File: src/rtl/score_pkg.sv
// Shared types and the BCD-to-seven-segment lookup for the score display path.
package score_pkg;

    typedef logic [3:0] bcd_digit_t;
    typedef logic [6:0] seg_t;   // {g,f,e,d,c,b,a}, active-high

    localparam seg_t SEG_DASH  = 7'h40;
    localparam seg_t SEG_BLANK = 7'h00;

    function automatic seg_t bcd_to_seg(input bcd_digit_t digit);
        case (digit)
            4'd0:    return 7'h3F;
            4'd1:    return 7'h06;
            4'd2:    return 7'h5B;
            4'd3:    return 7'h4F;
            4'd4:    return 7'h66;
            4'd5:    return 7'h6D;
            4'd6:    return 7'h7D;
            4'd7:    return 7'h07;
            4'd8:    return 7'h7F;
            4'd9:    return 7'h6F;
            default: return SEG_DASH;   // non-BCD nibble
        endcase
    endfunction

endpackage

File: src/rtl/score_display_mux_seg7_decode.sv
// Combinational nibble to seven-segment decoder; non-BCD nibbles show a dash.
module seg7_decode
    import score_pkg::*;
(
    input  bcd_digit_t digit,
    output seg_t       seg
);

    assign seg = bcd_to_seg(digit);

endmodule

File: src/rtl/score_display_mux.sv
// Time-multiplexed 4-digit score display with per-frame snapshot, leading-zero
// blanking and game-over blink. Optional high-score feature: SCORE_DISPLAY_HISCORE_EN.
module score_display_mux
    import score_pkg::*;
#(
    parameter int REFRESH_DIV = 1024,
    parameter int BLINK_LOG2  = 4
) (
    input  logic        clk,
    input  logic        rst_n,
    input  logic [15:0] score,
    input  logic        game_over,
`ifdef SCORE_DISPLAY_HISCORE_EN
    input  logic        show_hi,
`endif
    output seg_t        seg,
    output logic [3:0]  an,
    output logic        dp
);

    localparam int CNT_W = (REFRESH_DIV > 1) ? $clog2(REFRESH_DIV) : 1;
    localparam logic [CNT_W-1:0] SLOT_LAST = CNT_W'(REFRESH_DIV - 1);

    logic [CNT_W-1:0]    slot_cnt;
    logic [1:0]          digit_idx;
    logic [15:0]         snap;
    logic                snap_valid;
    logic [BLINK_LOG2:0] blink_cnt;

    logic        slot_wrap, frame_wrap, load_snap, blink_off, view_hi;
    logic [15:0] snap_src, view;
    logic [3:0]  lead_zero;
    bcd_digit_t  cur_digit;
    seg_t        dec_seg, next_seg;
    logic [3:0]  next_an;
    logic        next_dp;

    assign slot_wrap  = (slot_cnt == SLOT_LAST);
    assign frame_wrap = slot_wrap && (digit_idx == 2'd3);
    // snap_valid is low only on the first clock after reset, forcing a load.
    assign load_snap  = frame_wrap || !snap_valid;
    assign view       = snap_valid ? snap : snap_src;
    assign blink_off  = game_over && blink_cnt[BLINK_LOG2];

`ifdef SCORE_DISPLAY_HISCORE_EN
    logic [15:0] hi;
    logic        go_q;
    logic        snap_hi;

    assign snap_src = show_hi ? hi : score;
    assign view_hi  = snap_valid ? snap_hi : show_hi;

    always_ff @(posedge clk or negedge rst_n) begin
        if (!rst_n) begin
            hi      <= '0;
            go_q    <= 1'b0;
            snap_hi <= 1'b0;
        end else begin
            go_q <= game_over;
            if (game_over && !go_q && (score > hi))
                hi <= score;
            if (load_snap)
                snap_hi <= show_hi;
        end
    end
`else
    assign snap_src = score;
    assign view_hi  = 1'b0;
`endif

    // A digit is a leading zero when it and every higher digit are zero.
    assign lead_zero[3] = (view[15:12] == 4'd0);
    assign lead_zero[2] = lead_zero[3] && (view[11:8] == 4'd0);
    assign lead_zero[1] = lead_zero[2] && (view[7:4] == 4'd0);
    assign lead_zero[0] = 1'b0;

    assign cur_digit = view[{digit_idx, 2'b00} +: 4];

    seg7_decode u_decode (
        .digit (cur_digit),
        .seg   (dec_seg)
    );

    always_comb begin
        // NOTE: every output gets a default first so no path leaves it unassigned (no latch).
        next_seg = SEG_BLANK;
        next_an  = 4'b0000;
        next_dp  = 1'b0;
        if (!blink_off) begin
            next_an  = 4'b0001 << digit_idx;
            next_seg = lead_zero[digit_idx] ? SEG_BLANK : dec_seg;
            next_dp  = view_hi && (digit_idx == 2'd0);
        end
    end

    // NOTE: sequential state uses non-blocking assignments so all registers update together.
    always_ff @(posedge clk or negedge rst_n) begin
        if (!rst_n) begin
            slot_cnt   <= '0;
            digit_idx  <= 2'd0;
            snap       <= '0;
            snap_valid <= 1'b0;
            blink_cnt  <= '0;
            seg        <= SEG_BLANK;
            an         <= 4'b0000;
            dp         <= 1'b0;
        end else begin
            slot_cnt <= slot_wrap ? '0 : slot_cnt + 1'b1;
            if (slot_wrap)
                digit_idx <= digit_idx + 2'd1;
            if (load_snap) begin
                snap       <= snap_src;
                snap_valid <= 1'b1;
            end
            // Counter idles at zero so a new game_over always opens with an on phase.
            if (!game_over)
                blink_cnt <= '0;
            else if (frame_wrap)
                blink_cnt <= blink_cnt + 1'b1;
            seg <= next_seg;
            an  <= next_an;
            dp  <= next_dp;
        end
    end

endmodule
File: config.mk
export PLATFORM = sky130hd
export DESIGN_NAME = score_display_mux
export DESIGN_NICKNAME = d
export VERILOG_FILES = /design/src/rtl/score_pkg.sv /design/src/rtl/score_display_mux_seg7_decode.sv /design/src/rtl/score_display_mux.sv
export SDC_FILE = /design/constraint.sdc
export NUM_CORES = 1
export LEC_CHECK = 0
export ABC_AREA = 1
export BUFFER_PORTS_ARGS = -buffer_cell sky130_fd_sc_hd__buf_4
export CELL_PAD_IN_SITES_DETAIL_PLACEMENT = 2
export CELL_PAD_IN_SITES_GLOBAL_PLACEMENT = 2
export CORE_MARGIN = 4
export CORE_UTILIZATION = 30
export CTS_CLUSTER_SIZE = 20
export DETAILED_ROUTE_END_ITERATION = 6
export GPL_ROUTABILITY_DRIVEN = 0
export PLACE_DENSITY = 0.8
export RECOVER_POWER = 25
export SLEW_MARGIN = 30
export SYNTH_ARGS = -nofsm -noshare
export SYNTH_HDL_FRONTEND = slang
export SYNTH_SLANG_ARGS = --single-unit
File: constraint.sdc
create_clock -name clk -period 1.78 [get_ports clk]
set_input_delay 0.089 -clock clk [delete_from_list [all_inputs] [get_ports clk]]
set_output_delay 0.089 -clock clk [all_outputs]
set_load 0.03 [all_outputs]
# Word-level counts from Yosys, hierarchy flattened
# Memory sizes are Yosys's and may differ from the RTL's.
# Index checks and enable logic that the tools add are counted.
# W data, S select, Z words.
[classes]
add_sub_neg = 3
bitwise_logic = 0
div = 0
order_cmp = 1
n_shift = 2
mul = 0
reduce_logical = 9
eq_ne = 3
mux = 9
[ops]
columns = ["cell", "count"]
rows = [
  ["$mux W16", 1],
  ["$shiftx A16 B5 Y4", 1],
  ["$mux W7", 2],
  ["$logic_not A4 Y1", 3],
  ["$add A10 B1 Y10 const B", 1],
  ["$eq A10 B10 Y1 const B", 1],
  ["$mux W10", 1],
  ["$mux W5", 2],
  ["$add A5 B1 Y5 const B", 1],
  ["$logic_and A1 B1 Y1", 4],
  ["$mux W4", 1],
  ["$shl A1 B2 Y4 const A", 1],
  ["$lt A2 B3 Y1 const B", 1],
  ["$add A2 B1 Y2 const B", 1],
  ["$bmux W1 S2", 1],
  ["$eq A2 B2 Y1 const B", 1],
  ["$ne A2 B1 Y1 const B", 1],
  ["$logic_not A1 Y1", 1],
  ["$logic_or A1 B1 Y1", 1],
  ["$mux W1", 1],
]
[word_totals]
romBits = 112
n_memories = 1
latchBits = 0
ramBits = 0
word_cells = 35
register_bits = 45
in_bits = 19
[memory_table]
columns = ["memory", "depth", "width", "read_ports", "rd_clocked_by_memory_dff", "write_ports", "line_no", "rtl"]
rows = [
  ["(no name shown)", 16, 7, 1, 0, 0, "score_pkg.sv:11", "case (digit)"],
]

# Depth between registers and ports, before layout
# Gate-level depths: netlist of the first run.
[logic_depth]
ltp_word = 8
mapped_depth = 15
ltp_nobuf = 13

# Hierarchy
# From an unflattened synthesis of the first run, not the netlist that was laid out.
[hier_totals]
cells_unflattened = 316
hier_area_um2 = 2560.0
[modules_own_cells]
columns = ["mod", "cells_each", "seq_area_each_um2", "n_inst", "area_each_um2"]
rows = [
  ["score_display_mux", 280, 1126.1, 1, 2367.3],
  ["seg7_decode", 36, 0.0, 1, 192.7],
]

# Least setup slack after synthesis of the first run
# Ideal clock, no wire load.
[synth_path]
kind = "flip-flop to flip-flop"
from = "register snap_valid"
to = "register seg[3]"
n_path_buf = 2
synth_period_minus_slack_ns = 1.931
stages_incl_launch_ff = 14
setup_time_ns = 0.072
arrival_time_ns = 1.859
required_time_ns = 1.708
slack_ns = -0.151
cell_sequence = "dfrtp_1 -> buf_6 -> buf_6 -> or2_1 -> o21ai_0 -> o21ai_0 -> a31oi_1 -> inv_1 -> ha_1 -> inv_1 -> nand2_1 -> nand2_1 -> nor2_1 -> nor2_1"
[synth_via]
elab_chain_len = 8
elab_cells_between_ends = 12
[synth_rtl]
columns = ["element", "line_no", "rtl"]
rows = [
  ["from (decl)", "score_display_mux.sv:27", "logic snap_valid;"],
  ["from (signal assigned)", "score_display_mux.sv:102", "snap_valid <= 1'b0;"],
  ["from (signal assigned)", "score_display_mux.sv:113", "snap_valid <= 1'b1;"],
  ["$mux W16 *", "score_display_mux.sv:42", "assign view = snap_valid ? snap : snap_src;"],
  ["parallel branches: the longest is 5 deep, another holds $mem_v2 Z16 W7", "-", ""],
  ["$mux W7 *", "score_display_mux.sv:91", "next_seg = lead_zero[digit_idx] ? SEG_BLANK : dec_seg;"],
  ["$mux W7 *", "score_display_mux.sv:89", "if (!blink_off) begin"],
  ["net next_seg[3]", "score_display_mux.sv:34", "seg_t dec_seg, next_seg;"],
  ["to (signal assigned)", "score_display_mux.sv:120", "seg <= next_seg;"],
  ["to (decl)", "score_display_mux.sv:16", "output seg_t seg,"],
]
# Mark *: on every way through the listed nets, which the timed path passes. The select of a mux whose other input is x is not followed.
# A chain may end at the register's enable or synchronous reset.

# Worst setup path in the final report of the first run
# Same ends and word-level chain as after synthesis.

==> results of run 1 <==
## cell usage in the layout (no fill, tap or decap), drive strengths merged
master,count
clkinvlp,3
inv,35
o21ai,6
nand4,2
clkinv,1
ha,12
or2,3
conb,2
nand3,45
clkbuf,6
nand2,122
a31oi,1
and2,1
dlygate4sd3,15
dfrtp,45
a21oi,3
nor2,36
buf,60
xor2,5
## layer usage
layer / vias up / share of wire / track usage
met4: 0 / 0.014 / 0.0315
met2: 33 / 0.53 / 0.280
li1: 1157 / - / -
met5: - / 0 / 0
met1: 1223 / 0.43 / 0.194
met3: 11 / 0.027 / 0.0252
## cell type report
type | count | area share
sequential | 45 | 0.321
clock inverter | 3 | 0.00640
clock buffer | 5 | 0.0196
timing repair buffer | 76 | 0.182
tap | 105 | 0.0373
inverter | 36 | 0.0405
multi-input combinational | 238 | 0.393
## cell families after synthesis
| kind of cell | after synthesis |
|---|---|
| adders and majority gates | 12 |
| and+or+nand+nor | 209 |
| buffers and inverters | 46 |
| AOI/OAI and AO/OA | 10 |
| xor gates and xnor gates | 5 |
| other | 2 |
| DFF | 45 |
## registers in the layout (all words and copies together), names as in the netlist
signal,cells
digit_idx,2
snap_valid,1
blink_cnt,5
slot_cnt,10
seg,7
an,4
snap,16
## worst max path at each step
stage	endpoint	slack, ps	cells after the start
5_1_grt	seg[6]	-190	11
3_3_place_gp	seg[0]	20	13
3_5_place_dp	seg[3]	-130	13
6_report	seg[3]	-80	11
4_1_cts	seg[3]	-20	11
2_1_floorplan	seg[3]	-30	13
## worst reg2reg max path, delay by kind of cell, from the launching register on
family / cells / cell delay (ps)
adders and majority gates: 1 / 300
and+or+nand+nor: 8 / 810
DFF: 1 / 500
buffers and inverters: 2 / 190
## repair_timing
item                       in CTS  in global routing
hold endpoints to repair       56                  3
setup endpoints to repair      11                 30
hold buffers                   12                  3
pin swaps                       7                 14
buffers inserted                3                 14
resized for setup              18                 50
cloned                          0                  1
## power groups by stage
stage | logic, uW | clock network, uW | registers [uW]
3_5_place_dp | 387 | 0 | 1130
4_1_cts | 429 | 701 | 1110
3_3_place_gp | 372 | 0 | 1130
5_1_grt | 528 | 740 | 1120
6_report | 481 | 678 | 1110
2_1_floorplan | 176 | 0 | 1170
## stage by stage
| step | instances | setup slack (ps) | setup TNS (ps) | cell area (um^2) | power [uW] |
|---|---|---|---|---|---|
| 2_1_floorplan | 329 | -26.1 | -74.8 | 2520 | 1350 |
| 3_3_place_gp | 467 | 17.7 | 0 | 2900 | 1500 |
| 3_5_place_dp | 467 | -127 | -406 | 2900 | 1510 |
| 4_1_cts | 490 | -15.6 | -15.6 | 3190 | 2240 |
| 5_1_grt | 508 | -186 | -2670 | 3520 | 2390 |
| 6_report | 508 | -76.0 | -299 | 3520 | 2270 |
==> results.sh, run 1 <==
export IMPL_yosysWarningCount=0
export IMPL_max_cap_violations=0
export IMPL_antenna_found_initial=0
export IMPL_synth_edf_count=0
export IMPL_avgSynthCellArea_um2=7.64
export IMPL_gr_total_overflow=0
export IMPL_die_width_um=99.5
export IMPL_synth_most_common_cell="nand2_1"
export IMPL_cts_max_path_buffers=2
export IMPL_post_route_util=0.430
export IMPL_rows=33
export IMPL_yosys_area_top_type_share=0.448
export IMPL_drc=0
export IMPL_hold_ws_ps=2.69
export IMPL_areaGrowthSynthToFinish_pct=40.0
export IMPL_min_path_type="input pin to register"
export IMPL_critPathTopFamily="simple AND/OR/NAND/NOR gates"
export IMPL_cp_max_fo=16
export IMPL_crit_path_start_kind="register"
export IMPL_slew_headroom=0.216
export IMPL_start_util=0.307
export IMPL_wl_um=8480
export IMPL_cp_cell_sequence="inv_8, nand2_1, nand3_1, nand2_1, nor2_2, nor2_4, ha_1, inv_1, nor2_2, nor2_1, nor2_1"
export IMPL_grt_pass1_vias=2526
export IMPL_synth_net_count=360
export IMPL_routed_via_density=4.77
export IMPL_core_area_mm2=0.00818
export IMPL_status="finished, violations left"
export IMPL_clock_power_share=0.298
export IMPL_clk_pin_slew_ps=90
export IMPL_cts_tree="yes"
export IMPL_multiInputGateArea_mm2=0.00138
export IMPL_dieArea_mm2=0.00990
export IMPL_num_io_pins=31
export IMPL_dp_hpwl_um=5210
export IMPL_ys_ff_latch=45
export IMPL_cts_root_buffer="clkbuf_8"
export IMPL_crit_type="register to register"
export IMPL_cpPeakStageDelay_ps=500
export IMPL_cts_made_buffers=5
export IMPL_netlist_area_mm2=0.00251
export IMPL_drtPass1Iterations=4
export IMPL_p_int_uw=1550
export IMPL_synthArstFlopShare=1.00
export IMPL_fin_crit_ps=1860
export IMPL_synthCells=329
export IMPL_startpoint="snap_valid"
export IMPL_finClkSkew_ps=7.97
export IMPL_switching_share=0.317
export IMPL_critical_path_slowest_cell="dfrtp_2"
export IMPL_violations="setup timing"
export IMPL_antenna_cells=0
export IMPL_synth_adder_area_share=0.0598
export IMPL_vias=2424
export IMPL_final_period_utilization=1.04
export IMPL_ctsHtreeMaxLevel=2
export IMPL_netlist_top_cells_count="nand2_1 (120), dfrtp_1 (45), nand3_1 (42), inv_1 (32), nor2_1 (31)"
export IMPL_port_buffers=29
export IMPL_reg2regPathDepth=11
export IMPL_synth_area_leaders="dfrtp_1 (45%), nand2_1 (18%), nand3_1 (8.4%)"
export IMPL_cp_arrival_ps=2090
export IMPL_yosysSeqAreaShare=0.448
export IMPL_fill_cells=942
export IMPL_worst_slew_pin_slew_ps=1180
export IMPL_crit_required_ps=2010
export IMPL_grt_first_pass_wirelength_um=12400
export IMPL_routedWlPerCell_um=16.7
export IMPL_min_path_cells=3
export IMPL_nets=433
export IMPL_pwr_share_comb=0.212
export IMPL_power_density_mw_per_mm2=646
export IMPL_cp_end_kind="register"
export IMPL_grt_usage=0.155
export IMPL_synth_top_family_by_area="simple AND/OR/NAND/NOR gates"
export IMPL_worstHoldStart="score[15]"
export IMPL_yosys_area_share_simple=0.367
export IMPL_drtAntennaViolNets=0
export IMPL_r2r_start="snap_valid"
export IMPL_r2r_end="seg[3]"
export IMPL_synth_main_ff_cell="dfrtp_1"
export IMPL_synth_xor_area_frac=0.0174
export IMPL_muxShareOfSynthArea=0
export IMPL_grt_setup_unrepaired="yes"
export IMPL_grt_max_degree=46
export IMPL_die_height_um=99.5
export IMPL_pwr_share_seq=0.490
export IMPL_drive_gt1_frac=0.333
export IMPL_yosysTopAreaCell="dfrtp_1"
export IMPL_dr_first_iter_drc_count=66
export IMPL_ys_types=29
export IMPL_fmax_mhz=539
export IMPL_timing_final_ws_setup_ps=-76.0
export IMPL_crit_buf_inv=2
export IMPL_switchingPower_uw=721
export IMPL_regToRegSetupSlack_ps=-80
export IMPL_clkLatencyLatePin_ps=310
export IMPL_setup_viol=7
export IMPL_leakage_uw=0.00188
export IMPL_final_hold_viol_count=0
export IMPL_synth_compound_area_share=0.0204
export IMPL_slew_viol_final=0
export IMPL_seqCellArea_mm2=0.00113
export IMPL_cts_sinks=45
export IMPL_ir_drop_mv=0.393
export IMPL_min_to="snap[15]"
No activity file was read; power rests on OpenSTA's default activity.
==> inputs of run 2 (changes only) <==
- CORE_UTILIZATION: 30 -> 31
- SYNTH_HIERARCHICAL: default -> 1
==> run 2 against run 1 <==
Compared with the run above:
- wire length decreased by 12%
- core utilization shrank 1.7 points
- via count down 6.7%
- critical endpoint is now seg[5]
- sequential cell count is the same
- register-to-register slack worse by 130 ps
- the run still ends with setup timing left
- die area down 1.3%
- clock power is 5.9% lower
- global-route usage increased by 0.96 points
- critical path type unchanged
==> results.sh, run 2 <==
export IMPL_num_io_pins=31
export IMPL_final_period_utilization=1.12
export IMPL_power_density_mw_per_mm2=681
export IMPL_synthCells=316
export IMPL_drc=0
export IMPL_status="finished, violations left"
export IMPL_cp_arrival_ps=2220
export IMPL_crit_required_ps=2020
export IMPL_violations="setup timing"
export IMPL_fmax_mhz=503
export IMPL_cts_sinks=45
export IMPL_cts_tree="yes"
export IMPL_cts_made_buffers=5
export IMPL_r2r_end="seg[5]"
export IMPL_core_area_mm2=0.00789
export IMPL_yosysWarningCount=6
export IMPL_synth_main_ff_cell="dfrtp_1"
export IMPL_synth_most_common_cell="nand2_1"
export IMPL_routedWlPerCell_um=15.5
export IMPL_synthArstFlopShare=1.00
export IMPL_yosysTopAreaCell="dfrtp_1"
export IMPL_top_regs="snap x16, slot_cnt x10, seg x7"
export IMPL_min_path_cells=3
export IMPL_wl_um=7450
export IMPL_clk_pin_slew_ps=90
export IMPL_avgSynthCellArea_um2=8.10
export IMPL_dr_first_iter_drc_count=63
export IMPL_cts_max_path_buffers=2
export IMPL_largest_reg_flops=16
export IMPL_yosys_area_top_type_share=0.440
export IMPL_worstHoldStart="score[7]"
export IMPL_vias=2261
export IMPL_routed_via_density=4.71
export IMPL_clkLatencyLatePin_ps=300
export IMPL_netlist_top_cells_count="nand2_1 (106), dfrtp_1 (45), inv_1 (32), nand3_1 (25), nor2_1 (16)"
export IMPL_post_route_util=0.413
export IMPL_crit_path_start_kind="register"
export IMPL_setup_viol=7
export IMPL_cp_max_fo=10
export IMPL_reg2regPathDepth=13
export IMPL_ys_types=32
export IMPL_grt_first_pass_wirelength_um=13000
export IMPL_nets=408
export IMPL_synth_net_count=347
export IMPL_dieArea_mm2=0.00978
export IMPL_r2r_start="snap_valid"
export IMPL_ctsHtreeMaxLevel=2
export IMPL_fin_crit_ps=1990
export IMPL_rows=32
export IMPL_grt_usage=0.164
export IMPL_setup_tns_ps=-1040
export IMPL_final_hold_viol_count=0
export IMPL_start_util=0.325
export IMPL_worst_slew_pin_slew_ps=1210
export IMPL_grt_max_degree=46
export IMPL_gr_total_overflow=0
export IMPL_areaGrowthSynthToFinish_pct=27.3
export IMPL_cpPeakStageDelay_ps=470
export IMPL_top_register="snap"
export IMPL_cp_cell_sequence="inv_4, o21ai_0, o211ai_1, o211ai_1, buf_4, ha_1, inv_1, nand2_1, nand2_1, nand2_1, nand2_1, nand2_1, nor2_2"
export IMPL_critPathTopFamily="compound AO/OA/AOI/OAI gates"
export IMPL_drtAntennaViolNets=0
export IMPL_max_cap_violations=0
export IMPL_timing_final_ws_setup_ps=-207
export IMPL_grt_pass1_vias=2581
export IMPL_synth_edf_count=0
export IMPL_min_to="snap[7]"
export IMPL_ys_ff_latch=45
export IMPL_slew_headroom=0.195
export IMPL_cts_root_buffer="clkbuf_8"
export IMPL_crit_buf_inv=3
export IMPL_cp_end_kind="register"
export IMPL_ir_drop_mv=0.343
export IMPL_synth_area_leaders="dfrtp_1 (44%), nand2_1 (16%), ha_1 (5.9%)"
export IMPL_min_path_type="input pin to register"
export IMPL_mostFrequentLayoutCell="nand2_1"
export IMPL_dp_hpwl_um=5250
export IMPL_netlist_area_mm2=0.00256
export IMPL_slew_viol_final=0
export IMPL_drtPass1Iterations=4
export IMPL_final_cell_mix="nand2_1 (100), buf_4 (55), dfrtp_1 (44), inv_1 (28), nand3_1 (24)"
export IMPL_die_width_um=98.9
export IMPL_critical_path_slowest_cell="dfrtp_2"
export IMPL_crit_type="register to register"
export IMPL_grt_setup_unrepaired="yes"
export IMPL_regToRegSetupSlack_ps=-210
export IMPL_antenna_found_initial=0
export IMPL_yosysSeqAreaShare=0.440
export IMPL_antenna_cells=0
export IMPL_drive_gt1_frac=0.280
export IMPL_finClkSkew_ps=6.06
export IMPL_critPathMostFrequentCell="nand2_1"
export IMPL_die_height_um=98.9
export IMPL_port_buffers=29
export IMPL_startpoint="snap_valid"
export IMPL_leakage_uw=0.00174
-- run 2: layout make-up --
class                           count  area, um^2
Fill cell                         898        4630
Sequential cell                    45        1130
Tap cell                          102         128
Timing Repair Buffer               63         490
Clock buffer                        6        72.6
Inverter                           37         144
Multi-Input combinational cell    225        1290
Clock inverter                      2        10.0
-- run 2: worst max path at each step --
stage / endpoint / slack (ps) / depth (start not counted)
2_1_floorplan: seg[3] / -100 / 15
3_5_place_dp: seg[3] / -360 / 13
3_3_place_gp: seg[3] / -170 / 13
6_report: seg[5] / -210 / 13
5_1_grt: seg[5] / -340 / 13
4_1_cts: seg[3] / -180 / 14
-- run 2: cell families after synthesis --
| kind of cell | after synthesis | synth area share |
|---|---|---|
| other cells | 2 | 0.00293 |
| fa+ha+maj | 12 | 0.0586 |
| flops | 45 | 0.440 |
| simple gates | 169 | 0.307 |
| compound gates | 34 | 0.0792 |
| xor+xnor | 8 | 0.0274 |
| buf+inv | 46 | 0.0846 |
-- run 2: stage by stage --
step	total power [uW]	hold slack [ps]	cell area [um^2]	worst slack (ps)	instances
CTS	2240	1.84	3250	-184	480
detailed placement	1550	149	3000	-360	460
finish	2220	3.12	3260	-207	480
global placement	1530	138	3000	-172	460
global route	2370	0.721	3260	-344	480
floorplan	1370	-207	2560	-104	316
-- run 2: worst register-to-register path: cells and delay by family (launching register included) --
kind            cells  cell delay [ps]
buf+inv             3              370
flops               1              470
compound gates      3              480
fa+ha+maj           1              170
simple gates        6              430
-- run 2: repair_timing --
action                                  4_1_cts  5_1_grt
resized for setup                            21        2
endpoints found under the setup margin        7        9
hold endpoints to repair                     49        0
setup buffers                                 7        0
hold buffers                                  5        0
pin swaps                                     9        8
-- run 2: power breakdown --
group	switching, uW	internal (uW)	leakage (uW)
clock network	365	273	0.0000450
logic	285	193	0.00113
registers	24.4	1080	0.000561
total	674	1550	0.00174
-- run 2: per-layer routing --
layer,up-vias,part of all wire,track usage
met1,1115,0.44,0.202
met4,0,0.0074,0.0284
met3,6,0.030,0.0347
met5,-,0,0
met2,34,0.53,0.298
li1,1106,-,-
==> inputs of run 3 (changes only) <==
- CTS_BUF_LIST: default -> sky130_fd_sc_hd__clkbuf_16
- PLACE_DENSITY: 0.8 -> default
- PLACE_DENSITY_LB_ADDON: default -> 0.1
==> run 3 against run 2 <==
Compared with the run above:
- the flow still finishes with violations (setup timing)
- worst setup slack improved by 5.7 ps
- via count grew 2.0%
- largest power group unchanged
- clock power increased by 42%
- sequential share of layout area shrank 2.1 points
- total power up 15%
- wire length increased by 0.87%
- critical endpoint is now seg[4]
- worst hold slack gained 8.4 ps
- clock skew down 1.1 ps
==> results.sh, run 3 (synthesis gave the netlist of run 2 again) <==
export IMPL_status="finished, violations left"
export IMPL_violations="setup timing"
export IMPL_grt_max_degree=46
export IMPL_cts_root_buffer="clkbuf_16"
export IMPL_design_area_mm2=0.00348
export IMPL_cp_max_fo=11
export IMPL_cts_max_path_buffers=2
export IMPL_crit_path_start_kind="register"
export IMPL_r2r_start="snap_valid"
export IMPL_cp_arrival_ps=2150
export IMPL_min_path_cells=3
export IMPL_power_density_mw_per_mm2=737
export IMPL_cp_end_kind="register"
export IMPL_grt_usage=0.157
export IMPL_crit_required_ps=1950
export IMPL_clkLatencyLatePin_ps=290
export IMPL_final_period_utilization=1.11
export IMPL_min_path_type="input pin to register"
export IMPL_mostFrequentLayoutCell="nand2_1"
export IMPL_top_register="snap"
export IMPL_drtAntennaViolNets=0
export IMPL_dr_first_iter_drc_count=37
export IMPL_ir_drop_mv=0.359
export IMPL_drive_gt1_frac=0.349
export IMPL_r2r_end="seg[4]"
export IMPL_nets=417
export IMPL_worst_slew_pin_slew_ps=1190
export IMPL_dp_hpwl_um=5080
export IMPL_cts_tree="yes"
export IMPL_largest_reg_flops=16
export IMPL_max_cap_violations=0
export IMPL_min_to="snap[2]"
export IMPL_grt_setup_unrepaired="yes"
export IMPL_grt_pass1_vias=2628
export IMPL_rows=32
export IMPL_fmax_mhz=505
export IMPL_grt_first_pass_wirelength_um=12600
export IMPL_gr_total_overflow=0
export IMPL_total_power_uw=2560
export IMPL_leakage_uw=0.00183
export IMPL_antenna_cells=0
export IMPL_reg2regPathDepth=13
export IMPL_drc=0
export IMPL_fin_crit_ps=1980
export IMPL_die_width_um=98.9
export IMPL_routed_via_density=4.72
export IMPL_top_regs="snap x16, slot_cnt x10, seg x7"
export IMPL_vias=2306
export IMPL_start_util=0.325
export IMPL_crit_type="register to register"
export IMPL_slew_viol_final=0
export IMPL_num_io_pins=31
export IMPL_core_area_mm2=0.00789
export IMPL_dieArea_mm2=0.00978
export IMPL_cts_sinks=45
export IMPL_ctsHtreeMaxLevel=2
export IMPL_clk_pin_slew_ps=60
export IMPL_routedWlPerCell_um=15.4
export IMPL_regToRegSetupSlack_ps=-200
export IMPL_finClkSkew_ps=4.98
export IMPL_areaGrowthSynthToFinish_pct=35.8
export IMPL_port_buffers=29
export IMPL_dpl_cell_area_mm2=0.00302
export IMPL_wl_um=7510
export IMPL_slew_headroom=0.205
export IMPL_die_height_um=98.9
export IMPL_setup_viol=7
export IMPL_cts_made_buffers=5
export IMPL_timing_final_ws_setup_ps=-201
export IMPL_fill_cells=896
export IMPL_antenna_found_initial=0
export IMPL_drtPass1Iterations=3
export IMPL_final_hold_viol_count=0
export IMPL_worstHoldStart="score[2]"
export IMPL_final_cell_mix="nand2_1 (93), buf_4 (65), dfrtp_1 (43), inv_1 (29), nand3_1 (24)"
## run 3: area by class of cell
type | instances | area (um^2) | share of cell area
Clock inverter | 3 | 15.0 | 0.00432
Clock buffer | 5 | 125 | 0.0360
Tap cell | 102 | 128 | 0.0367
Multi-Input combinational cell | 225 | 1380 | 0.396
Inverter | 37 | 144 | 0.0414
Sequential cell | 45 | 1130 | 0.325
Timing Repair Buffer | 72 | 559 | 0.161
## run 3: how the worst max path moves through the flow
| stage | from | end | slack [ps] | depth (start not counted) |
|---|---|---|---|---|
| 6_report | snap_valid | seg[4] | -200 | 13 |
| 3_5_place_dp | snap_valid | seg[3] | -240 | 13 |
| 4_1_cts | snap_valid | seg[3] | -140 | 13 |
| 2_1_floorplan | snap_valid | seg[3] | -100 | 15 |
| 3_3_place_gp | snap_valid | seg[3] | -150 | 13 |
| 5_1_grt | snap_valid | seg[3] | -310 | 12 |
## run 3: what timing repair did
item / in CTS / in global routing
resized for setup: 25 / 25
pin swaps: 15 / 12
setup buffers: 11 / 6
endpoints found under the setup margin: 7 / 11
hold endpoints to repair: 45 / 0
hold buffers: 1 / 0
## run 3: per-stage QoR
step | std cells | util | setup TNS, ps | worst slack [ps] | hold slack [ps]
after global placement | 463 | 0.383 | -599 | -148 | 145
after detailed placement | 463 | 0.383 | -1120 | -239 | 147
after global routing | 489 | 0.441 | -1850 | -311 | 20.9
after floorplan | 316 | - | -210 | -104 | -207
after CTS | 483 | 0.422 | -666 | -138 | 9.58
final | 489 | 0.441 | -1060 | -201 | 11.6
## run 3: layer usage
layer | vias up | routed length [um] | global-route usage
met3 | 7 | 209 | 0.0241
met5 | - | 0 | 0
met2 | 30 | 3990 | 0.297
met4 | 0 | 94 | 0.0315
li1 | 1121 | - | -
met1 | 1148 | 3220 | 0.187
## run 3: critical path: stages (launching register included)
cell and delay [ps]:
dfrtp_2 460, inv_6 110, a21oi_1 70, o21ai_0 100
o211ai_1 130, o211ai_1 170, inv_2 130, buf_4 160
buf_4 120, ha_2 170, nand2_1 80, nand2_1 60
nand2_1 80, nor2_2 40
## run 3: where the power goes
group,internal [uW],switching (uW),total [uW]
logic,234,314,549
clock network,511,398,909
registers,1080,23.2,1100
total,1830,736,2560
